===== src/rtl/shake_arbiter_if.sv =====
// Requester-side and SHAKE-core-side signals of the SHAKE core arbiter.
// The slave modport is the arbiter's view; master is the view of requesters plus core.
interface shake_arbiter_if #(
  parameter int N_REQ = 2,
  parameter int W     = 32,
  parameter int IDX_W = (N_REQ > 1) ? $clog2(N_REQ) : 1
);
  logic [N_REQ-1:0]   req;
  logic [N_REQ-1:0]   rel;
  logic [N_REQ-1:0]   gnt;
  logic [IDX_W-1:0]   gnt_idx;
  logic               busy;
  logic [N_REQ-1:0]   din_valid_req;
  logic [N_REQ*W-1:0] din_req;
  logic [N_REQ-1:0]   din_ready_req;
  logic [N_REQ-1:0]   dout_ready_req;
  logic [N_REQ-1:0]   dout_valid_req;
  logic [W-1:0]       dout_req;
  logic [N_REQ-1:0]   force_done_req;
  logic               din_valid_shake;
  logic [W-1:0]       din_shake;
  logic               din_ready_shake;
  logic               dout_valid_shake;
  logic               dout_ready_shake;
  logic [W-1:0]       dout_shake;
  logic               force_done_shake;

  modport slave (
    input  req, rel, din_valid_req, din_req, dout_ready_req, force_done_req,
           din_ready_shake, dout_valid_shake, dout_shake,
    output gnt, gnt_idx, busy, din_ready_req, dout_valid_req, dout_req,
           din_valid_shake, din_shake, dout_ready_shake, force_done_shake
  );

  modport master (
    output req, rel, din_valid_req, din_req, dout_ready_req, force_done_req,
           din_ready_shake, dout_valid_shake, dout_shake,
    input  gnt, gnt_idx, busy, din_ready_req, dout_valid_req, dout_req,
           din_valid_shake, din_shake, dout_ready_shake, force_done_shake
  );
endinterface


===== src/rtl/shake_arbiter.sv =====
// Round-robin ownership arbiter for the shared keccak_top SHAKE core.
// Streams use valid/ready: a word moves on a rising edge where valid and ready are both high.
module shake_arbiter #(
  parameter int N_REQ = 2,
  parameter int W     = 32,
  parameter int IDX_W = (N_REQ > 1) ? $clog2(N_REQ) : 1
) (
  input  logic       clk,
  input  logic       rst,
  shake_arbiter_if.slave bus,
  output logic [1:0] dbg_state
);

  typedef enum logic [1:0] {
    S_IDLE = 2'd0,
    S_OWN  = 2'd1,
    S_REL  = 2'd2
  } state_t;

  state_t             state;
  logic [IDX_W-1:0]   ptr;
  logic [N_REQ-1:0]   gnt_q;
  logic [IDX_W-1:0]   gnt_idx_q;
  logic               busy_q;
  logic               pick_found;
  logic [IDX_W-1:0]   pick_idx;

  function automatic logic [IDX_W-1:0] wrap_add(input logic [IDX_W-1:0] base, input int k);
    int j;
    j = int'(base) + k;
    if (j >= N_REQ) j = j - N_REQ;
    return IDX_W'(j);
  endfunction

  // Scan from the highest offset down so the nearest requester at/after ptr wins.
  always_comb begin
    pick_found = 1'b0;
    pick_idx   = '0;
    for (int k = N_REQ - 1; k >= 0; k--) begin
      if (bus.req[wrap_add(ptr, k)]) begin
        pick_found = 1'b1;
        pick_idx   = wrap_add(ptr, k);
      end
    end
  end

  always_ff @(posedge clk or negedge rst) begin
    if (!rst) begin
      state     <= S_IDLE;
      ptr       <= '0;
      gnt_q     <= '0;
      gnt_idx_q <= '0;
      busy_q    <= 1'b0;
    end else begin
      case (state)
        S_IDLE: begin
          if (pick_found) begin
            gnt_q     <= N_REQ'(1) << pick_idx;
            gnt_idx_q <= pick_idx;
            busy_q    <= 1'b1;
            state     <= S_OWN;
          end
        end
        S_OWN: begin
          if (bus.rel[gnt_idx_q]) begin
            gnt_q  <= '0;
            busy_q <= 1'b0;
            ptr    <= wrap_add(gnt_idx_q, 1);
            state  <= S_REL;
          end
        end
        S_REL:   state <= S_IDLE;
        default: state <= S_IDLE;
      endcase
    end
  end

  assign bus.gnt     = gnt_q;
  assign bus.gnt_idx = gnt_idx_q;
  assign bus.busy    = busy_q;
  assign bus.dout_req = bus.dout_shake;
  assign dbg_state   = state;

  // Routing is live only in OWN, so the REL gap blocks any late core handshake.
  always_comb begin
    bus.din_valid_shake  = 1'b0;
    bus.din_shake        = '0;
    bus.dout_ready_shake = 1'b0;
    bus.force_done_shake = 1'b0;
    bus.din_ready_req    = '0;
    bus.dout_valid_req   = '0;
    if (state == S_OWN) begin
      bus.din_valid_shake           = bus.din_valid_req[gnt_idx_q];
      bus.din_shake                 = bus.din_req[int'(gnt_idx_q)*W +: W];
      bus.dout_ready_shake          = bus.dout_ready_req[gnt_idx_q];
      bus.force_done_shake          = bus.force_done_req[gnt_idx_q];
      bus.din_ready_req[gnt_idx_q]  = bus.din_ready_shake;
      bus.dout_valid_req[gnt_idx_q] = bus.dout_valid_shake;
    end
  end

endmodule


===== src/flat_wrapper.sv =====
// flat-port wrapper written by rule: the top's interface ports become plain ports
module shake_arbiter_flat 
#(
  parameter int N_REQ = 2,
  parameter int W     = 32,
  parameter int IDX_W = (N_REQ > 1) ? $clog2(N_REQ) : 1
)
  (clk, rst, dbg_state, bus_req, bus_rel, bus_din_valid_req, bus_din_req, bus_dout_ready_req, bus_force_done_req, bus_din_ready_shake, bus_dout_valid_shake, bus_dout_shake, bus_gnt, bus_gnt_idx, bus_busy, bus_din_ready_req, bus_dout_valid_req, bus_dout_req, bus_din_valid_shake, bus_din_shake, bus_dout_ready_shake, bus_force_done_shake);
  shake_arbiter_if #(.N_REQ(N_REQ), .W(W), .IDX_W(IDX_W)) bus_i ();
  input  logic clk;
  input  logic rst;
  output logic [1:0] dbg_state;
  input wire logic [$bits(bus_i.req)-1:0] bus_req;
  input wire logic [$bits(bus_i.rel)-1:0] bus_rel;
  input wire logic [$bits(bus_i.din_valid_req)-1:0] bus_din_valid_req;
  input wire logic [$bits(bus_i.din_req)-1:0] bus_din_req;
  input wire logic [$bits(bus_i.dout_ready_req)-1:0] bus_dout_ready_req;
  input wire logic [$bits(bus_i.force_done_req)-1:0] bus_force_done_req;
  input wire logic [$bits(bus_i.din_ready_shake)-1:0] bus_din_ready_shake;
  input wire logic [$bits(bus_i.dout_valid_shake)-1:0] bus_dout_valid_shake;
  input wire logic [$bits(bus_i.dout_shake)-1:0] bus_dout_shake;
  output wire logic [$bits(bus_i.gnt)-1:0] bus_gnt;
  output wire logic [$bits(bus_i.gnt_idx)-1:0] bus_gnt_idx;
  output wire logic [$bits(bus_i.busy)-1:0] bus_busy;
  output wire logic [$bits(bus_i.din_ready_req)-1:0] bus_din_ready_req;
  output wire logic [$bits(bus_i.dout_valid_req)-1:0] bus_dout_valid_req;
  output wire logic [$bits(bus_i.dout_req)-1:0] bus_dout_req;
  output wire logic [$bits(bus_i.din_valid_shake)-1:0] bus_din_valid_shake;
  output wire logic [$bits(bus_i.din_shake)-1:0] bus_din_shake;
  output wire logic [$bits(bus_i.dout_ready_shake)-1:0] bus_dout_ready_shake;
  output wire logic [$bits(bus_i.force_done_shake)-1:0] bus_force_done_shake;
  assign bus_i.req = bus_req;
  assign bus_i.rel = bus_rel;
  assign bus_i.din_valid_req = bus_din_valid_req;
  assign bus_i.din_req = bus_din_req;
  assign bus_i.dout_ready_req = bus_dout_ready_req;
  assign bus_i.force_done_req = bus_force_done_req;
  assign bus_i.din_ready_shake = bus_din_ready_shake;
  assign bus_i.dout_valid_shake = bus_dout_valid_shake;
  assign bus_i.dout_shake = bus_dout_shake;
  assign bus_gnt = bus_i.gnt;
  assign bus_gnt_idx = bus_i.gnt_idx;
  assign bus_busy = bus_i.busy;
  assign bus_din_ready_req = bus_i.din_ready_req;
  assign bus_dout_valid_req = bus_i.dout_valid_req;
  assign bus_dout_req = bus_i.dout_req;
  assign bus_din_valid_shake = bus_i.din_valid_shake;
  assign bus_din_shake = bus_i.din_shake;
  assign bus_dout_ready_shake = bus_i.dout_ready_shake;
  assign bus_force_done_shake = bus_i.force_done_shake;
  shake_arbiter #(.N_REQ(N_REQ), .W(W), .IDX_W(IDX_W)) u_core (.clk(clk), .rst(rst), .bus(bus_i), .dbg_state(dbg_state));
endmodule

===== config.mk =====
export PLATFORM = sky130hd
export DESIGN_NAME = shake_arbiter_flat
export DESIGN_NICKNAME = d
export VERILOG_FILES = /design/src/rtl/shake_arbiter_if.sv /design/src/rtl/shake_arbiter.sv /design/src/flat_wrapper.sv
export SDC_FILE = /design/constraint.sdc
export NUM_CORES = 1
export LEC_CHECK = 0
export ABC_AREA = 1
export CAP_MARGIN = 25
export CORE_ASPECT_RATIO = 0.8
export CORE_MARGIN = 3
export CORE_UTILIZATION = 22
export CTS_CLUSTER_SIZE = 8
export DETAILED_ROUTE_END_ITERATION = 8
export PLACE_DENSITY = 0.91
export SKIP_LAST_GASP = 1
export SLEW_MARGIN = 10
export SYNTH_ARGS = -nofsm -noshare
export SYNTH_HDL_FRONTEND = slang
export SYNTH_SLANG_ARGS = --single-unit

===== constraint.sdc =====
create_clock -name clk -period 1.1 [get_ports clk]
set_input_delay 0.11 -clock clk [delete_from_list [all_inputs] [get_ports clk]]
set_output_delay 0.11 -clock clk [all_outputs]
set_load 0.03 [all_outputs]

== After elaboration in Yosys (flattened, before gate mapping) ==
Cells that the tools add are included.

* Output and inout bits: 77
* Bits in registers: 7

* Equal/unequal tests: 3
* Shifts and indexed selects: 2
* Bitwise operators: 2
* $add $sub $neg: 5
* $lt $le $gt $ge: 7
* Mux-type cells: 36
* Reduce and logical (&&, ||, !) cells: 7

{| class="wikitable"
|+ Operators by type and width
! operator !! count
|-
| 64-bit by 7-bit indexed part select with 32-bit output || 1
|-
| 32-bit 2-to-1 mux || 1
|-
| 1-bit 2-to-1 mux || 25
|-
| 2-bit 2-to-1 mux || 6
|-
| 2-bit case mux with 2 select lines || 2
|-
| 1-bit by 2-bit less-than comparator with 1-bit output, second input constant || 3
|-
| 2-bit AND reduction || 3
|-
| 1-bit by 1-bit adder with 2-bit output, second input constant || 2
|-
| 2-bit bitwise AND || 2
|-
| 2-bit >= comparator, second input constant || 2
|-
| 2-bit by 1-bit inequality test with 1-bit output, second input constant || 2
|-
| 3-bit AND reduction || 1
|-
| 1-bit subtractor, second input constant || 3
|-
| 2-bit by 1-bit == test with 1-bit output, second input constant || 1
|-
| 1-bit by 2-bit >= comparator with 1-bit output, second input constant || 1
|-
| 2-bit zero test || 1
|-
| 1-bit case mux with 2 select lines || 1
|-
| 2-bit nonzero test || 1
|-
| 1-bit by 1-bit << shifter with 2-bit output, first input constant || 1
|-
| 1-bit demux with 1-bit select || 1
|-
| 1-bit >= comparator, second input constant || 1
|-
| 1-bit logical AND || 1
|}

== Depth between registers and ports, before layout ==
Gate-level depths: netlist of the first run.

* Depth after elaboration: 10
* Depth in mapped cells: 6

== Worst setup path before layout of the first run ==
OpenSTA, ideal clock, no wires.

* Path type: reg-to-output
* From: register u_core.state[0], in the netlist u_core.dbg_state[0]
* To: output port bus_din_ready_req[0]
* Data required time: 0.990 ns
* Stages on the path, launching flop included: 6
* Data arrival time: 1.558 ns
* Path buffers: 1
* Setup slack: -0.568 ns
* Cell sequence: dfrtp_1 inv_1 nor2_2 inv_2 buf_6 nor3_1

* Word-level cells in the longest chain between the ends: 2

{| class="wikitable"
|+ Ends and longest elaborated chain
! element !! RTL line !! RTL
|-
| from (decl) || shake_arbiter.sv:20 || <nowiki>state_t state;</nowiki>
|-
| from (signal assigned) || shake_arbiter.sv:49 || <nowiki>state <= S_IDLE;</nowiki>
|-
| from (signal assigned) || shake_arbiter.sv:61 || <nowiki>state <= S_OWN;</nowiki>
|-
| from (signal assigned) || shake_arbiter.sv:69 || <nowiki>state <= S_REL;</nowiki>
|-
| 2-bit by 1-bit == test with 1-bit output || shake_arbiter.sv:92 || <nowiki>if (state == S_OWN) begin</nowiki>
|-
| 2-bit 2-to-1 mux || shake_arbiter.sv:92 ||
|-
| to (decl) || flat_wrapper.sv:25 || <nowiki>output wire logic [$bits(bus_i.din_ready_req)-1:0] bus_din_ready_req;</nowiki>
|}

No other way between the ends.

== Final worst setup path of the first run ==
* From: register u_core.state[1], in the netlist u_core.dbg_state[1]
* To: output port bus_din_shake[8]

* Word-level cells in the longest chain between the ends: 2

{| class="wikitable"
|+ Ends and longest elaborated chain
! element !! RTL line !! RTL
|-
| 2-bit by 1-bit == test with 1-bit output || shake_arbiter.sv:92 ||
|-
| 32-bit 2-to-1 mux || shake_arbiter.sv:92 ||
|-
| to (decl) || flat_wrapper.sv:29 || <nowiki>output wire logic [$bits(bus_i.din_shake)-1:0] bus_din_shake;</nowiki>
|}

No other way between the ends.

==> reports/metrics.yaml, run 1 <==
cts_made_buffers: 3
worst_setup_path_end_kind: "primary output"
status: "finished with violations"
cts_buffer_depth: 2
power_density_mw_per_mm2: 2940
worstMarginPinSlew_ns: 0.334
hp-class: "input port to async pin"
core_area_mm2: 0.00476
place_hpwl_um: 3730
fin_crit_sh_pct: 137
synth_compound_area_share_pct: 17.3
synth_top_family_by_area: "buffers and inverters"
finalHoldViolations: 0
path_clk_slew_ns: 0.04
cts_max_level: 1
syn_inst: 191
synthesis.nets: 301
final_cell_area_mm2: 0.00285
synth_edf_count: 0
die-area_mm2: 0.00604
grt-ovfl-total: 0
slew_violations: 0
arrival_ns: 1.39
first_iter_violations: 22
avgViaCountPerCell: 4.47
synth_top_cells_by_area: "nand2_1 (27%), buf_4 (22%), a21oi_1 (16%)"
synth-simple-area-share_pct: 33.2
vias: 1579
grt_max_degree: 22
dieWidth_um: 86.1
num-fill-cells: 413
firstDrtPassIters: 4
yosys.area.top_type_share_pct: 26.9
nNetsFinal: 404
ioPinCount: 187
wl_per_cell_um: 14.0
tns_ns: -14.66
die_h_um: 70.1
multiInputGateArea_mm2: 0.00105
first_global_vias: 1616
required_ns: 0.99
setup_viol: 44
rsz0062_at_grt: "yes"
drc: 0
drv_cap: 0
synthXorXnorAreaFrac_pct: 0
syn_area_mm2: 0.00113
fin_ws_ns: -0.404
ys_types: 14
synth_warnings: 0
synthTopCellsByCount: "nand2_1 (81), a21oi_1 (36), buf_4 (33)"
postPlaceCellArea_mm2: 0.00257
ff_latch_area_um2: 179
clkSinkCount: 7
gp_congestion: 0.778
initial_core_util_pct: 23.7
synth_ff_type: "dfrtp_1"
cts_root_buffer: "clkbuf_8"
startpoint_type: "flop"
syn2layout_area_growth_pct: 153
muxShareOfSynthArea_pct: 0
grt_usage_pct: 15.2
cellLeakagePower_uw: 0.00118
relSlewSlack_pct: 77.7
synthAdderAreaFrac_pct: 0
crit_type: "flop to primary output"
yosys.area.top_type: "nand2_1"
antenna_found_initial: 0
synth.most_common_cell: "nand2_1"
seq_area_frac_synth_pct: 15.5
async_reset_ff_share_pct: 100
violations: "negative setup slack"
clock.fmax_ghz: 0.665
io_buffers: 122
drtAntennaViolNets: 0
cts_tree: "built"
synth_area_per_cell_um2: 5.92
clkLatencyLatePin_ns: 0.22
rows: 22
fin_crit_ns: 1.50
critPathMaxFanout: 16
routed_wirelength_um: 4950
hold_buffers: 0
ys_ff_latch: 7
grt_pass1_wl_um: 7470
drive_gt1_share_pct: 43.3
fin_worst_skew_ns: 0.00191
peakVddDrop_mv: 1.37
n_antenna_cell: 0
## critical path, stage by stage, from the launching register on
cell,delay [ns]
dfrtp_2,0.42
nor2_4,0.13
clkinv_4,0.12
buf_12,0.20
a21oi_4,0.12
buf_4,0.17
## stage by stage
step / util [%] / hold slack (ns) / setup slack [ns] / power (uW) / instances
finish: 59.9 / 0.153 / -0.404 / 8400 / 353
global route: 59.9 / 0.169 / -0.474 / 8880 / 353
CTS: 58.7 / 0.152 / -0.419 / 8260 / 352
detailed placement: 53.9 / 0.220 / -0.178 / 7110 / 344
global placement: 53.9 / 0.220 / -0.152 / 6980 / 344
floorplan: - / -0.186 / -0.159 / 5320 / 191
## timing repair
| item | 4_1_cts | 5_1_grt |
|---|---|---|
| pin swaps | 2 | 6 |
| setup buffers | 2 | 2 |
| endpoints found under the setup margin | 47 | 47 |
| resized for setup | 33 | 11 |
| cloned | 2 | 2 |
## sequential cells by signal, summed over array words and instances (netlist names)
| signal | count |
|---|---|
| u_core.bus.gnt | 2 |
| u_core.bus.busy | 1 |
| u_core.dbg_state | 2 |
| u_core.bus.gnt_idx | 1 |
| u_core.ptr | 1 |
## where the power goes
group / switching [uW] / internal (uW) / total (uW)
Combinational: 4370 / 3180 / 7550
Clock: 108 / 251 / 359
Sequential: 96.7 / 397 / 493
## path summary, 6_finish.rpt
kind	from	cells after the start	to	slack (ns)
hold / removal	rst	1	u_core.bus.gnt[1]$_DFFE_PN0P_	0.15
setup / recovery	u_core.dbg_state[1]$_DFFE_PN0P_	5	bus_din_shake[8]	-0.40
min in group clk	bus_dout_shake[13]	0	bus_dout_req[13]	0.22
max in group asynchronous	rst	1	u_core.bus.gnt_idx$_DFFE_PN0P_	0.68
hold reg to reg	u_core.bus.gnt[1]$_DFFE_PN0P_	2	u_core.bus.gnt[1]$_DFFE_PN0P_	0.52
setup reg to reg	u_core.bus.gnt_idx$_DFFE_PN0P_	6	u_core.dbg_state[0]$_DFFE_PN0P_	-0.06
## placed cells by master, fill, tap and decap left out
cell / Yosys / routed
a21oi_1: 36 / 1
a21oi_4: 0 / 35
buf_12: 0 / 5
buf_16: 0 / 1
buf_4: 33 / 36
buf_6: 7 / 20
buf_8: 0 / 1
clkbuf_1: 0 / 1
clkbuf_16: 0 / 2
clkbuf_8: 0 / 3
clkdlybuf4s50_1: 0 / 77
clkinv_4: 0 / 2
dfrtp_1: 7 / 4
dfrtp_2: 0 / 3
inv_1: 8 / 6
inv_2: 2 / 2
nand2_1: 81 / 72
nand2_2: 0 / 7
nand2_4: 0 / 2
nand3_1: 3 / 2
nand3_2: 0 / 1
nor2_1: 2 / 1
nor2_4: 0 / 2
nor3_4: 2 / 4
o21ai_1: 3 / 2
o21ai_4: 0 / 1
## kinds of logic after synthesis
group           after synthesis
compound gates               39
buf+inv                      54
flops                         7
simple gates                 91
## layer usage
layer	vias to the layer above	GRT usage, %	share of wire (%)	wire length [um]
li1	772	-	-	-
met1	711	15.4	35	1730
met2	90	29.4	54	2660
met3	6	5.31	10	519
met4	0	3.51	1.1	53
met5	-	0	0	0
## area by class of cell
class	instances	area share, %
Clock buffer	4	1.58
Inverter	10	1.67
Sequential cell	7	6.27
Multi-Input combinational cell	130	36.7
Timing Repair Buffer	142	51.1
Tap cell	60	2.63
(Power assumes the default switching activity.)
==> run 2, diff against run 1 <==
--- a/config.mk
+++ b/config.mk
@@ -8,7 +8,7 @@
 export ABC_AREA = 1
 export CAP_MARGIN = 25
 export CORE_ASPECT_RATIO = 0.8
-export CORE_MARGIN = 3
+export CORE_MARGIN = 2
 export CORE_UTILIZATION = 22
 export CTS_CLUSTER_SIZE = 8
 export DETAILED_ROUTE_END_ITERATION = 8
==> run 2 against run 1 <==
Effect of this change:
- the flow still finishes with violations (negative setup slack)
- fmax grew 1.2%
- routed wire length up 16%
- die area is 5.1% lower
- core utilization is 4.5 points higher
- largest cell class unchanged
- power up 17%
==> reports/metrics.yaml, run 2 (same netlist as run 1, synthesis figures left out) <==
status: "finished with violations"  # unchanged
violations: "negative setup slack"  # unchanged
required_ns: 0.99  # about the same
crit_start: "u_core.dbg_state[1]$_DFFE_PN0P_"  # unchanged
worst_setup_path_end_kind: "primary output"  # unchanged
grt_usage_pct: 16.7  # was 15.2%
r2r_cells: 7  # was 6
clock.fmax_ghz: 0.673  # was 0.665 GHz
io_buffers: 122  # unchanged
holdWs_ns: 0.168  # was 0.153 ns
dp_cells: 346  # was 344
cts_tree: "built"  # unchanged
path_clk_slew_ns: 0.04  # about the same
startpoint_type: "flop"  # unchanged
clkLatencyLatePin_ns: 0.23  # was 0.22 ns
critPathMaxFanout: 9  # was 16
drive_gt1_share_pct: 53.7  # was 43.3%
drtAntennaViolNets: 0  # unchanged
syn2layout_area_growth_pct: 184  # was 153%
setup_viol: 45  # was 44
wl_per_cell_um: 15.8  # was 14.0 um
endpoint: "bus_din_shake[22]"  # was bus_din_shake[8]
gp_congestion: 0.734  # was 0.778
arrival_ns: 1.38  # was 1.39 ns
clkSinkCount: 7  # unchanged
final_cell_area_mm2: 0.00321  # was 0.00285 mm2
hold_buffers: 0  # unchanged
worstMarginPinSlew_ns: 0.372  # was 0.334 ns
drc: 0  # unchanged
grt_pass1_wl_um: 7650  # was 7470 um
finalHoldViolations: 0  # unchanged
layout.cells.non_filler: 362  # was 353
peakVddDrop_mv: 1.76  # was 1.37 mV
routed_wirelength_um: 5730  # was 4950 um
ioPinCount: 187  # unchanged
initial_core_util_pct: 22.7  # was 23.7%
hp-class: "input port to async pin"  # unchanged
crit_type: "flop to primary output"  # unchanged
avgViaCountPerCell: 4.61  # was 4.47
power_density_mw_per_mm2: 3080  # was 2940 mW/mm2
relSlewSlack_pct: 75.1  # was 77.7%
place_hpwl_um: 3770  # was 3730 um
fin_ws_ns: -0.385  # was -0.404 ns
cts_root_buffer: "clkbuf_8"  # unchanged
die-area_mm2: 0.00573  # was 0.00604 mm2
drv_cap: 0  # unchanged
final_cell_mix: "clkdlybuf4s50_1 (77), nand2_1 (49), buf_6 (40)"  # was clkdlybuf4s50_1 (77), nand2_1 (72), buf_4 (36)
rr_endpoint: "u_core.bus.gnt[1]$_DFFE_PN0P_"  # was u_core.dbg_state[0]$_DFFE_PN0P_
use_met1_pct: 19.1  # was 15.4%
first_global_vias: 1684  # was 1616
grt_max_degree: 19  # was 22
grtUsageMet3_pct: 3.74  # was 5.31%
reg2reg_from: "u_core.dbg_state[1]$_DFFE_PN0P_"  # was u_core.bus.gnt_idx$_DFFE_PN0P_
cellLeakagePower_uw: 0.00131  # was 0.00118 uW
rows: 23  # was 22
n_antenna_cell: 0  # unchanged
met2_usage_pct: 31.5  # was 29.4%
rsz0062_at_grt: "yes"  # unchanged
cts_buffer_depth: 2  # unchanged
vias: 1670  # was 1579
slew_violations: 0  # unchanged
reg2reg_slack_ns: -0.10  # was -0.06 ns
postPlaceCellArea_mm2: 0.00257  # about the same
finalPower_uw: 9870  # was 8400 uW
nNetsFinal: 411  # was 404
cts_made_buffers: 3  # unchanged
dieWidth_um: 84.1  # was 86.1 um
core_area_mm2: 0.00498  # was 0.00476 mm2
layout_commonest_cell: "clkdlybuf4s50_1"  # unchanged
firstDrtPassIters: 4  # unchanged
cts_max_level: 1  # unchanged
dp_slack_ns: -0.172  # was -0.178 ns
antenna_found_initial: 0  # unchanged
grt-ovfl-total: 0  # unchanged
fin_worst_skew_ns: 0.00718  # was 0.00191 ns
die_h_um: 68.1  # was 70.1 um
fin_crit_ns: 1.49  # was 1.50 ns
busiest_layer: "met2"  # unchanged
first_iter_violations: 40  # was 22
fin_crit_sh_pct: 135  # was 137%
-- run 2: cell types whose count changed in the layout (fill, tap and decap cells not counted), sizes merged --
cell / change
buf: +3
inv: +2
clkbuf: +4
clkinv: -2
-- run 2: through the flow --
step | utilization (%) | TNS (ns)
floorplan | - | -5.04
global placement | 51.6 | -5.58
detailed placement | 51.6 | -6.64
CTS | 57.7 | -14.13
global route | 64.5 | -16.80
finish | 64.5 | -14.63
-- run 2: metal layers --
layer  vias up  share of wire, %
met5         -                 0
met4         0              0.65
met3         6               7.0
met2        89                53
met1       782                39
li1        793                 -
-- run 2: worst min-delay path by stage --
stage                     slack, ns                from  cells past startpoint                               to
after floorplan               -0.19                 rst                      0      u_core.bus.busy$_DFFE_PN0P_
after global placement         0.22  bus_dout_shake[12]                      0                 bus_dout_req[12]
after detailed placement       0.22  bus_dout_shake[12]                      0                 bus_dout_req[12]
after CTS                      0.16                 rst                      1           u_core.ptr$_DFFE_PN0P_
after global routing           0.18                 rst                      1           u_core.ptr$_DFFE_PN0P_
final                          0.17                 rst                      1  u_core.dbg_state[0]$_DFFE_PN0P_
-- run 2: power by group --
part / internal, uW / leakage, uW / switching [uW]
combinational: 4140 / 0.00120 / 4840
sequential: 397 / 0.0000805 / 135
clock: 250 / 0.0000228 / 108
total: 4780 / 0.00131 / 5080
-- run 2: what timing repair did --
| action | CTS | global route |
|---|---|---|
| gates cloned | 3 | 7 |
| pin swaps | 4 | 6 |
| setup buffers | 1 | 2 |
| gates resized for setup | 49 | 52 |
| setup endpoints to repair | 46 | 47 |
-- run 2: final cells by class --
type | count | area (um2)
tap | 62 | 77.6
sequential | 7 | 179
multi-input combinational | 130 | 1150
timing repair buffer | 149 | 1710
clock buffer | 4 | 45.0
fill | 406 | 1770
inverter | 10 | 52.6
-- run 2: critical path, cell delays in order (launching register included) --
cell and delay [ns]:
dfrtp_2 0.42, nor2_4 0.19, inv_8 0.10, buf_16 0.16, a21oi_4 0.11, buf_4 0.17
==> run 3, diff against run 2 <==
--- a/config.mk
+++ b/config.mk
@@ -13,6 +13,7 @@
 export CTS_CLUSTER_SIZE = 8
 export DETAILED_ROUTE_END_ITERATION = 8
 export PLACE_DENSITY = 0.91
+export SETUP_SLACK_MARGIN = 0.1
 export SKIP_LAST_GASP = 1
 export SLEW_MARGIN = 10
 export SYNTH_ARGS = -nofsm -noshare
==> run 3 against run 2 <==
Effect of this change:
- the run still ends with negative setup slack left
- worst hold slack worse by 0.021 ns
- cell count unchanged
- count of clock-buffer cells in the layout unchanged
- sequential share of layout area up 0.19 points
- clock skew down 0.0069 ns
- critical path depth up 2
- routed wire length down 11%
- critical path type unchanged
==> reports/metrics.yaml, run 3 (same netlist as run 1, synthesis figures left out) <==
status: "finished with violations"  # unchanged
violations: "negative setup slack"  # unchanged
fin_crit_sh_pct: 140  # was 135%
final_cell_mix: "clkdlybuf4s50_1 (77), nand2_1 (73), buf_6 (43)"  # was clkdlybuf4s50_1 (77), nand2_1 (49), buf_6 (40)
die-area_mm2: 0.00573  # unchanged
worstMarginPinSlew_ns: 0.334  # was 0.372 ns
ioPinCount: 187  # unchanged
clkLatencyLatePin_ns: 0.23  # about the same
syn2layout_area_growth_pct: 175  # was 184%
cts_root_buffer: "clkbuf_8"  # unchanged
crit_type: "flop to primary output"  # unchanged
place_hpwl_um: 3650  # was 3770 um
fin_ws_ns: -0.444  # was -0.385 ns
drive_gt1_share_pct: 45.7  # was 53.7%
cellLeakagePower_uw: 0.00128  # was 0.00131 uW
n_antenna_cell: 0  # unchanged
final_cell_area_mm2: 0.00310  # was 0.00321 mm2
initial_core_util_pct: 22.7  # unchanged
nNetsFinal: 411  # unchanged
io_buffers: 122  # unchanged
power_density_mw_per_mm2: 3060  # was 3080 mW/mm2
slew_violations: 0  # unchanged
drc: 0  # unchanged
clkSinkCount: 7  # unchanged
cts_max_level: 1  # unchanged
grt_pass1_wl_um: 7800  # was 7650 um
grt_max_degree: 17  # was 19
firstDrtPassIters: 4  # unchanged
grt-ovfl-total: 0  # unchanged
layout_commonest_cell: "clkdlybuf4s50_1"  # unchanged
hold_buffers: 0  # unchanged
first_global_vias: 1662  # was 1684
dieWidth_um: 84.1  # unchanged
postPlaceCellArea_mm2: 0.00258  # was 0.00257 mm2
finalHoldViolations: 0  # unchanged
fin_crit_ns: 1.54  # was 1.49 ns
finalPower_uw: 9490  # was 9870 uW
cts_made_buffers: 3  # unchanged
vias: 1687  # was 1670
critPathMaxFanout: 8  # was 9
gp_congestion: 0.744  # was 0.734
cts_buffer_depth: 2  # unchanged
worst_setup_path_end_kind: "primary output"  # unchanged
tns_ns: -17.12  # was -14.63 ns
grt_usage_pct: 17.1  # was 16.7%
clock.fmax_ghz: 0.647  # was 0.673 GHz
drtAntennaViolNets: 0  # unchanged
startpoint_type: "flop"  # unchanged
dp_slack_ns: -0.213  # was -0.172 ns
routed_wirelength_um: 5090  # was 5730 um
peakVddDrop_mv: 1.77  # was 1.76 mV
rows: 23  # unchanged
avgViaCountPerCell: 4.66  # was 4.61
die_h_um: 68.1  # unchanged
relSlewSlack_pct: 77.6  # was 75.1%
required_ns: 0.99  # about the same
fin_worst_skew_ns: 0.000261  # was 0.00718 ns
setup_viol: 46  # was 45
antenna_found_initial: 0  # unchanged
wl_per_cell_um: 14.1  # was 15.8 um
cts_tree: "built"  # unchanged
arrival_ns: 1.43  # was 1.38 ns
path_clk_slew_ns: 0.04  # about the same
num-fill-cells: 403  # was 406
core_area_mm2: 0.00498  # unchanged
first_iter_violations: 19  # was 40
hp-class: "input port to async pin"  # unchanged
rsz0062_at_grt: "yes"  # unchanged
drv_cap: 0  # unchanged
## run 3: layer usage
layer	up-vias	global-route usage [%]	wire length, um
li1	789	-	-
met1	808	18.8	1940
met2	82	32.3	2660
met3	8	3.74	399
met4	0	7.06	87
met5	-	0	0
## run 3: power breakdown
group          switching (uW)  total (uW)  leakage (uW)  internal (uW)
Sequential                101         498     0.0000805            397
Clock                     121         372     0.0000228            252
Combinational            4610        8620       0.00118           4010
## run 3: path summary, 6_finish.rpt
kind	end	start	slack [ns]	cells past startpoint
setup / recovery	bus_dout_valid_req[0]	u_core.dbg_state[0]$_DFFE_PN0P_	-0.44	7
hold / removal	u_core.bus.busy$_DFFE_PN0P_	rst	0.15	1
setup reg to reg	u_core.bus.gnt[0]$_DFFE_PN0P_	u_core.bus.gnt_idx$_DFFE_PN0P_	-0.10	8
hold reg to reg	u_core.bus.gnt[0]$_DFFE_PN0P_	u_core.bus.gnt[0]$_DFFE_PN0P_	0.52	2
max in group asynchronous	u_core.bus.gnt_idx$_DFFE_PN0P_	rst	0.69	1
min in group clk	bus_dout_req[13]	bus_dout_shake[13]	0.22	0
## run 3: timing repair
item / 4_1_cts / 5_1_grt
buffers inserted: 8 / 2
pin swaps: 4 / 1
cloned: 4 / 0
resized for setup: 67 / 13
endpoints found under the setup margin: 49 / 49
## run 3: area by class of cell
| class | count | area [um2] | area share [%] |
|---|---|---|---|
| Clock buffer | 4 | 45.0 | 1.45 |
| Inverter | 10 | 45.0 | 1.45 |
| Multi-Input combinational cell | 130 | 1060 | 34.3 |
| Sequential cell | 7 | 179 | 5.77 |
| Tap cell | 62 | 77.6 | 2.50 |
| Timing Repair Buffer | 149 | 1690 | 54.6 |
## run 3: metrics by stage
step,cells,util [%],hold WS (ns)
2_1_floorplan,191,-,-0.186
3_3_place_gp,346,51.8,0.220
3_5_place_dp,346,51.8,0.220
4_1_cts,362,61.7,0.147
5_1_grt,362,62.3,0.162
6_report,362,62.3,0.147
## run 3: critical path: stages, from the launching register on
cell      delay [ns]
dfrtp_2         0.37
inv_2           0.05
nor2_4          0.14
clkinv_4        0.07
buf_12          0.14
buf_12          0.15
nor3_4          0.13
buf_6           0.15
